**config.mk**
```make
export PLATFORM = sky130hd
export DESIGN_NAME = game_flow_ctrl
export DESIGN_NICKNAME = d
export VERILOG_FILES = /design/src/rtl/game_pkg.sv /design/src/rtl/powerup_timer.sv /design/src/rtl/game_flow_ctrl.sv
export SDC_FILE = /design/constraint.sdc
export NUM_CORES = 1
export LEC_CHECK = 0
export BUFFER_PORTS_ARGS = -buffer_cell sky130_fd_sc_hd__buf_2
export CORE_AREA = 2 2 82 84
export CTS_CLUSTER_SIZE = 30
export DETAILED_ROUTE_END_ITERATION = 10
export DIE_AREA = 0 0 84 86
export PLACE_DENSITY = 0.67
export SYNTH_ARGS = -nofsm -noshare
export SYNTH_HDL_FRONTEND = slang
export SYNTH_SLANG_ARGS = --single-unit
```
**constraint.sdc**
```tcl
create_clock -name clk -period 2.71 [get_ports clk]
set_input_delay 0.542 -clock clk [delete_from_list [all_inputs] [get_ports clk]]
set_output_delay 0.542 -clock clk [all_outputs]
set_load 0.005 [all_outputs]
```
**src/rtl/game_pkg.sv**
```systemverilog
// Shared types and constants for the game-flow controller.
// GAME_FLOW_PAUSE_EN adds the PAUSED state.
package game_pkg;

`ifdef GAME_FLOW_PAUSE_EN
  typedef enum logic [2:0] {
    WELCOME     = 3'd0,
    PLAY        = 3'd1,
    LEVEL_CLEAR = 3'd2,
    GAME_OVER   = 3'd3,
    PAUSED      = 3'd4
  } game_state_t;
`else
  typedef enum logic [1:0] {
    WELCOME     = 2'd0,
    PLAY        = 2'd1,
    LEVEL_CLEAR = 2'd2,
    GAME_OVER   = 2'd3
  } game_state_t;
`endif

  // Present type 0 is an extra life; type k feeds power-up channel k-1
  localparam int PT_LIFE        = 0;
  localparam int PU_IMMORTAL    = 0;
  localparam int PU_SUPER_ROPE  = 1;
  localparam int PU_SUPER_SPEED = 2;

  localparam int FRAME_W = 640;
  localparam int FRAME_H = 480;

endpackage

```
**src/rtl/powerup_timer.sv**
```systemverilog
// One power-up channel: load arms it for DURATION seconds, tick counts down
// unless hold is set, clear drops it immediately.
module powerup_timer #(
  parameter int DURATION = 5,
  parameter int TIMER_W  = 3
) (
  input  logic clk,
  input  logic reset,
  input  logic clear,
  input  logic load,
  input  logic tick,
  input  logic hold,
  output logic active
);

  logic [TIMER_W-1:0] timer;

  // The terminal tick at timer==0 is what finally drops the channel
  always_ff @(posedge clk) begin
    if (reset || clear) begin
      active <= 1'b0;
      timer  <= '0;
    end else if (load) begin
      active <= 1'b1;
      timer  <= TIMER_W'(DURATION);
    end else if (tick && active && !hold) begin
      if (timer != '0) timer <= timer - 1'b1;
      else             active <= 1'b0;
    end
  end

endmodule

```
**src/rtl/game_flow_ctrl.sv**
```systemverilog
// Game-flow controller: state machine, lives, levels, game time, rope and
// power-up channels. Optional pause support under GAME_FLOW_PAUSE_EN.
module game_flow_ctrl
  import game_pkg::*;
#(
  parameter int INITIAL_LIVES  = 3,
  parameter int MAX_LIVES      = 7,
  parameter int LIVES_W        = 3,
  parameter int N_LEVELS       = 4,
  parameter int N_POWERUPS     = 3,
  parameter int PU_DURATION    = 5,
  parameter int PU_TIMER_W     = 3,
  parameter int PRESENT_PERIOD = 3,
  parameter int CLEAR_HOLD     = 2,
  localparam int PT_W          = $clog2(N_POWERUPS + 1),
  localparam int LEVEL_W       = $clog2(N_LEVELS)
) (
  input  logic                  clk,
  input  logic                  reset,
  input  logic                  sec_tick,
  input  logic                  key_right,
  input  logic                  key_left,
  input  logic                  key_fire,
`ifdef GAME_FLOW_PAUSE_EN
  input  logic                  key_pause,
`endif
  input  logic                  col_player_ball,
  input  logic                  col_rope_ball,
  input  logic                  col_present,
  input  logic [PT_W-1:0]       present_type,
  input  logic                  balls_left_zero,
  input  logic [10:0]           player_x,
  input  logic [10:0]           rope_top_y,
  output logic [1:0]            game_state,
  output logic                  player_move_right,
  output logic                  player_move_left,
  output logic                  player_visible,
  output logic                  balls_visible,
  output logic                  rope_active,
  output logic [10:0]           rope_x,
  output logic                  present_drop,
  output logic                  player_reset,
  output logic                  level_start,
  output logic [LEVEL_W-1:0]    level,
  output logic [LIVES_W-1:0]    lives,
  output logic [11:0]           game_time,
  output logic [N_POWERUPS-1:0] powerup_active,
  output logic                  game_won
);

  localparam int SEC_W   = $clog2(PRESENT_PERIOD + 1);
  localparam int CLEAR_W = $clog2(CLEAR_HOLD + 1);

  game_state_t        state, next_state;
  logic               key_fire_d, fire_rise;
  logic               in_play, hit, extra;
  logic [LIVES_W-1:0] lives_nxt;
  logic [SEC_W-1:0]   sec_cnt;
  logic [CLEAR_W-1:0] clear_cnt;
  logic               pause_rise;

  assign fire_rise = key_fire & ~key_fire_d;
  assign in_play   = (state == PLAY);

`ifdef GAME_FLOW_PAUSE_EN
  logic key_pause_d;
  assign pause_rise = key_pause & ~key_pause_d;
  always_ff @(posedge clk) begin
    if (reset) key_pause_d <= 1'b0;
    else       key_pause_d <= key_pause;
  end
  assign game_state     = (state == PAUSED) ? 2'(PLAY) : state[1:0];
  assign player_visible = in_play || (state == PAUSED);
`else
  assign pause_rise     = 1'b0;
  assign game_state     = state;
  assign player_visible = in_play;
`endif

  assign balls_visible     = player_visible;
  assign player_move_right = in_play & key_right;
  assign player_move_left  = in_play & key_left;

  // A hit and an extra life in the same cycle cancel out
  always_comb begin
    next_state = state;
    hit        = 1'b0;
    extra      = 1'b0;
    lives_nxt  = lives;
    if (in_play) begin
      hit   = col_player_ball && !powerup_active[PU_IMMORTAL];
      extra = col_present && (present_type == PT_W'(PT_LIFE));
    end
    if (hit && !extra)
      lives_nxt = lives - 1'b1;
    else if (extra && !hit && (lives < LIVES_W'(MAX_LIVES)))
      lives_nxt = lives + 1'b1;
    case (state)
      WELCOME:     if (fire_rise) next_state = PLAY;
      PLAY: begin
        if (lives_nxt == '0)   next_state = GAME_OVER;
        else if (balls_left_zero) next_state = LEVEL_CLEAR;
`ifdef GAME_FLOW_PAUSE_EN
        else if (pause_rise)   next_state = PAUSED;
`endif
      end
      LEVEL_CLEAR:
        if (sec_tick && (clear_cnt == CLEAR_W'(CLEAR_HOLD - 1)))
          next_state = (level == LEVEL_W'(N_LEVELS - 1)) ? GAME_OVER : PLAY;
      GAME_OVER:   if (fire_rise) next_state = WELCOME;
`ifdef GAME_FLOW_PAUSE_EN
      PAUSED:      if (pause_rise) next_state = PLAY;
`endif
      default:     next_state = WELCOME;
    endcase
  end

  always_ff @(posedge clk) begin
    if (reset) state <= WELCOME;
    else       state <= next_state;
  end

  always_ff @(posedge clk) begin
    if (reset) begin
      key_fire_d   <= 1'b0;
      lives        <= LIVES_W'(INITIAL_LIVES);
      level        <= '0;
      game_time    <= '0;
      sec_cnt      <= '0;
      clear_cnt    <= '0;
      rope_active  <= 1'b0;
      rope_x       <= '0;
      game_won     <= 1'b0;
      present_drop <= 1'b0;
      player_reset <= 1'b0;
      level_start  <= 1'b0;
    end else begin
      key_fire_d   <= key_fire;
      present_drop <= 1'b0;
      player_reset <= 1'b0;
      level_start  <= 1'b0;
      case (state)
        WELCOME:
          if (fire_rise) begin
            lives        <= LIVES_W'(INITIAL_LIVES);
            level        <= '0;
            game_time    <= '0;
            sec_cnt      <= '0;
            game_won     <= 1'b0;
            level_start  <= 1'b1;
            player_reset <= 1'b1;
          end
        PLAY: begin
          lives     <= lives_nxt;
          clear_cnt <= '0;
          if (hit) player_reset <= 1'b1;
          if (sec_tick) begin
            game_time <= game_time + 12'd1;
            if (sec_cnt == SEC_W'(PRESENT_PERIOD - 1)) begin
              present_drop <= 1'b1;
              sec_cnt      <= '0;
            end else begin
              sec_cnt <= sec_cnt + 1'b1;
            end
          end
          // A rope/ball collision beats a fire press in the same cycle
          if (col_rope_ball)
            rope_active <= 1'b0;
          else if (fire_rise && !rope_active) begin
            rope_active <= 1'b1;
            rope_x      <= player_x;
          end else if (rope_active && (rope_top_y == '0) && !powerup_active[PU_SUPER_ROPE])
            rope_active <= 1'b0;
          if ((next_state == GAME_OVER) || (next_state == LEVEL_CLEAR))
            rope_active <= 1'b0;
          if (next_state == GAME_OVER)
            game_won <= 1'b0;
        end
        LEVEL_CLEAR:
          if (sec_tick) begin
            if (next_state == LEVEL_CLEAR) begin
              clear_cnt <= clear_cnt + 1'b1;
            end else begin
              clear_cnt <= '0;
              if (next_state == GAME_OVER) begin
                game_won <= 1'b1;
              end else begin
                level        <= level + 1'b1;
                level_start  <= 1'b1;
                player_reset <= 1'b1;
              end
            end
          end
        GAME_OVER: rope_active <= 1'b0;
        default: ;
      endcase
    end
  end

  // Channel timers only advance in PLAY, so pause and level-clear freeze them
  for (genvar k = 0; k < N_POWERUPS; k++) begin : g_pu
    logic load_k, clear_k, hold_k;
    assign load_k  = in_play && ((col_present && (present_type == PT_W'(k + 1))) ||
                                 ((k == PU_IMMORTAL) && hit));
    assign clear_k = (next_state == GAME_OVER) ||
                     ((k == PU_SUPER_ROPE) && in_play && col_rope_ball);
    assign hold_k  = (k == PU_SUPER_ROPE) && (rope_top_y != '0);

    powerup_timer #(
      .DURATION (PU_DURATION),
      .TIMER_W  (PU_TIMER_W)
    ) u_timer (
      .clk    (clk),
      .reset  (reset),
      .clear  (clear_k),
      .load   (load_k),
      .tick   (in_play && sec_tick),
      .hold   (hold_k),
      .active (powerup_active[k])
    );
  end

endmodule
```
==> flow_summary.yaml <==
die:
  rows: 29
  die_area_um2: 7224
  core_um2: 6277
  fp.dieH_um: 86
  io_pins: 76
  initial_utilization_pct: 43.85
  die_x_um: 84
route:
  drt-vias-per-instance: 5.392
  drtPass1Iterations: 4
  drc: 0
  wl_per_cell_um: 13.69
  routed_wl_um: 6665
  vias: 2626
  drt_iter0_markers: 122
  antenna_left: 0
worst_setup_path:
  path_class: "reg2out"
  cp_data_arrival_time_ps: 1990
  reg2reg_to: "g_pu[2].u_timer.timer[1]"
  reg2reg_slack_ps: 480
  r2r_cells: 6
  r2r-start: "game_state[0]"
  startpoint: "game_state[0]"
  cp-end-kind: "primary output"
  required_ps: 2170
  cp_max_fo: 17
  startpoint_type: "flop"
synth:
  synth_ff_type: "dfxtp_1"
  synth_edf_count: 0
  ys_ff_latch: 52
  ys_types: 52
  synthCells: 337
  synthesis.nets: 382
  avgSynthCellArea_um2: 8.168
  ys_async_sr_fraction_pct: 0
  synth_warnings: 0
  syn-cell-area_um2: 2753
  ys_seq_area_share_pct: 37.82
final_layout:
  layout-drive-gt1-share_pct: 23.90
  syn_to_final_growth_pct: 19.32
  diodes: 0
  num-nets-final: 454
clock_network:
  cts_buffers: 5
  cts_setup_buffers: 0
  post_cts_resized: 0
  numClockSinks: 52
  cts_max_level: 2
  cts_max_path_buffers: 2
  cts_tree: "yes"
  root_buffer: "clkbuf_8"
  clk_pin_slew_ps: 90
  worstSkewPairLatency_ps: 300
  cts_hold_buf: 0
grt:
  top_usage_layer: "met2"
  grtUsageMet2_pct: 29.75
  gr-usage-met1_pct: 25.09
  grtUsageTotal_pct: 18.54
  grt_pass1_vias: 2350
  grt_pass1_wl_um: 10990
  met3_usage_pct: 3.561
  antenna_found_initial: 0
  grt-ovfl-total: 0
  grt_max_degree: 28
timing:
  finalHoldViolCount: 0
  drv_slew: 0
  fin_crit_sh_pct: 93.28
  slew_headroom_pct: 50.31
  fin_worst_skew_ps: 4.072
  fmax_mhz: 395.6
  fin_crit_ps: 2528
  rsz0062_at_grt: "no"
  setup_viol: 0
  setup_tns_ps: 0
  worst_pin_slew_ps: 740.4
power_and_ir_drop:
  power.leakage_nw: 1.399
  peakVddDrop_mv: 0.2070
  p_total_mw: 1.512
  pwr_density_cell_nw_per_um2: 460.4
hold_path:
  hold_path_end: "rope_x[5]"
  min_from: "rope_x[5]"
  worstHoldPathType: "reg2reg"
  whs_path_depth: 2
run_status:
  status: "finished, final reports clean"
job:
  max_cap_viol_count: 0
place:
  hpwlAfterDp_um: 4985
  io_buffers: 75
  gp_congestion: 0.9285
==> routing by layer <==
metal,share of wire (%),vias up
met1,47,1226
met3,4.5,10
li1,-,1334
met5,0,-
met4,1.5,0
met2,47,56
==> where the power goes <==
group / total [mW] / internal [mW] / switching [mW] / leakage (nW)
clock: 0.468 / 0.208 / 0.260 / 0.0445
combinational: 0.237 / 0.0937 / 0.143 / 0.934
sequential: 0.808 / 0.785 / 0.0227 / 0.421
==> registers in the layout, summed over array words and instances (netlist names) <==
name                 flops
clear_cnt                2
rope_x                  11
game_won                 1
present_drop             1
lives                    3
game_state               2
key_fire_d               1
level_start              1
rope_active              1
sec_cnt                  2
g_pu.u_timer.timer       9
game_time               12
player_reset             1
level                    2
g_pu.u_timer.active      3
==> cell families after synthesis <==
family / Yosys count / share of synthesized area [%]
flip-flops: 52 / 37.82
multiplexers: 1 / 0.3637
XOR/XNOR: 16 / 5.091
AO/OA/AOI/OAI: 73 / 18.82
adder cells (fa/ha/maj): 11 / 5.000
buffers and inverters: 32 / 5.045
AND/OR/NAND/NOR: 152 / 27.86
==> synth_stat cells (all sizes together), types with 3 or more instances <==
cell,instances,area share (%)
dfxtp,52,38
nand2,44,6.0
nor2b,4,0.91
o21ai,12,2.2
a22oi,5,1.4
and3,5,1.2
clkbuf,10,1.4
nand3,16,2.9
nor2,33,4.5
a21o,4,1.1
ha,11,5.0
nand2b,8,1.8
and2,3,0.68
xnor2,7,2.2
buf,6,1.5
nand4,14,3.4
xor2,9,2.9
nor3,10,1.8
inv,16,2.2
a21oi,28,5.1
nor4,4,0.91
a211oi,6,1.6
==> worst max path at each step <==
| stage | end | slack (ps) | cells after the start |
|---|---|---|---|
| final | player_move_right | 180 | 5 |
| after global routing | player_move_right | 50 | 5 |
| after CTS | player_move_left | 210 | 5 |
| after detailed placement | g_pu[0].u_timer.timer[1] | 360 | 6 |
| after global placement | g_pu[0].u_timer.timer[1] | 400 | 6 |
| after floorplan | rope_active | 670 | 5 |
==> area by class of cell <==
| type | count | area (um2) |
|---|---|---|
| clock inverter | 1 | 7.507 |
| fill | 602 | 2993 |
| clock buffer | 7 | 86.33 |
| tap | 77 | 96.34 |
| sequential | 52 | 1041 |
| inverter | 16 | 60.06 |
| timing repair buffer | 81 | 420.4 |
| multi-input combinational | 253 | 1573 |
==> through the flow <==
step / instances / worst slack, ps / area (um2) / hold WS [ps] / util (%)
4_1_cts: 487 / 210.6 / 3284 / 455.4 / 52.32
2_1_floorplan: 337 / 669.4 / 2753 / 438.7 / -
3_3_place_gp: 479 / 401.6 / 3191 / 439.1 / 50.83
6_report: 487 / 182.0 / 3284 / 452.7 / 52.32
5_1_grt: 487 / 48.36 / 3284 / 465.9 / 52.32
3_5_place_dp: 479 / 355.8 / 3191 / 443.3 / 50.83
==> layout by cell type (no fill, tap or decap), types with 7 or more instances in the layout <==
cell / synthesis / routed
nor3_1: 10 / 10
buf_2: 2 / 75
xor2_1: 9 / 9
ha_1: 11 / 11
nand2_1: 44 / 44
dfxtp_1: 52 / 52
nand2b_1: 8 / 8
nand3_1: 16 / 16
a21oi_1: 28 / 28
o21ai_0: 11 / 11
nor2_1: 33 / 33
inv_1: 16 / 16
xnor2_1: 7 / 7
nand4_1: 13 / 13
==> worst max-delay path, stage by stage (launching register included) <==
cell      delay, ps
dfxtp_1         680
nand2b_1        290
inv_1           280
buf_4           200
and2_1          120
buf_2           100
Power figures use the tool's default switching activity.
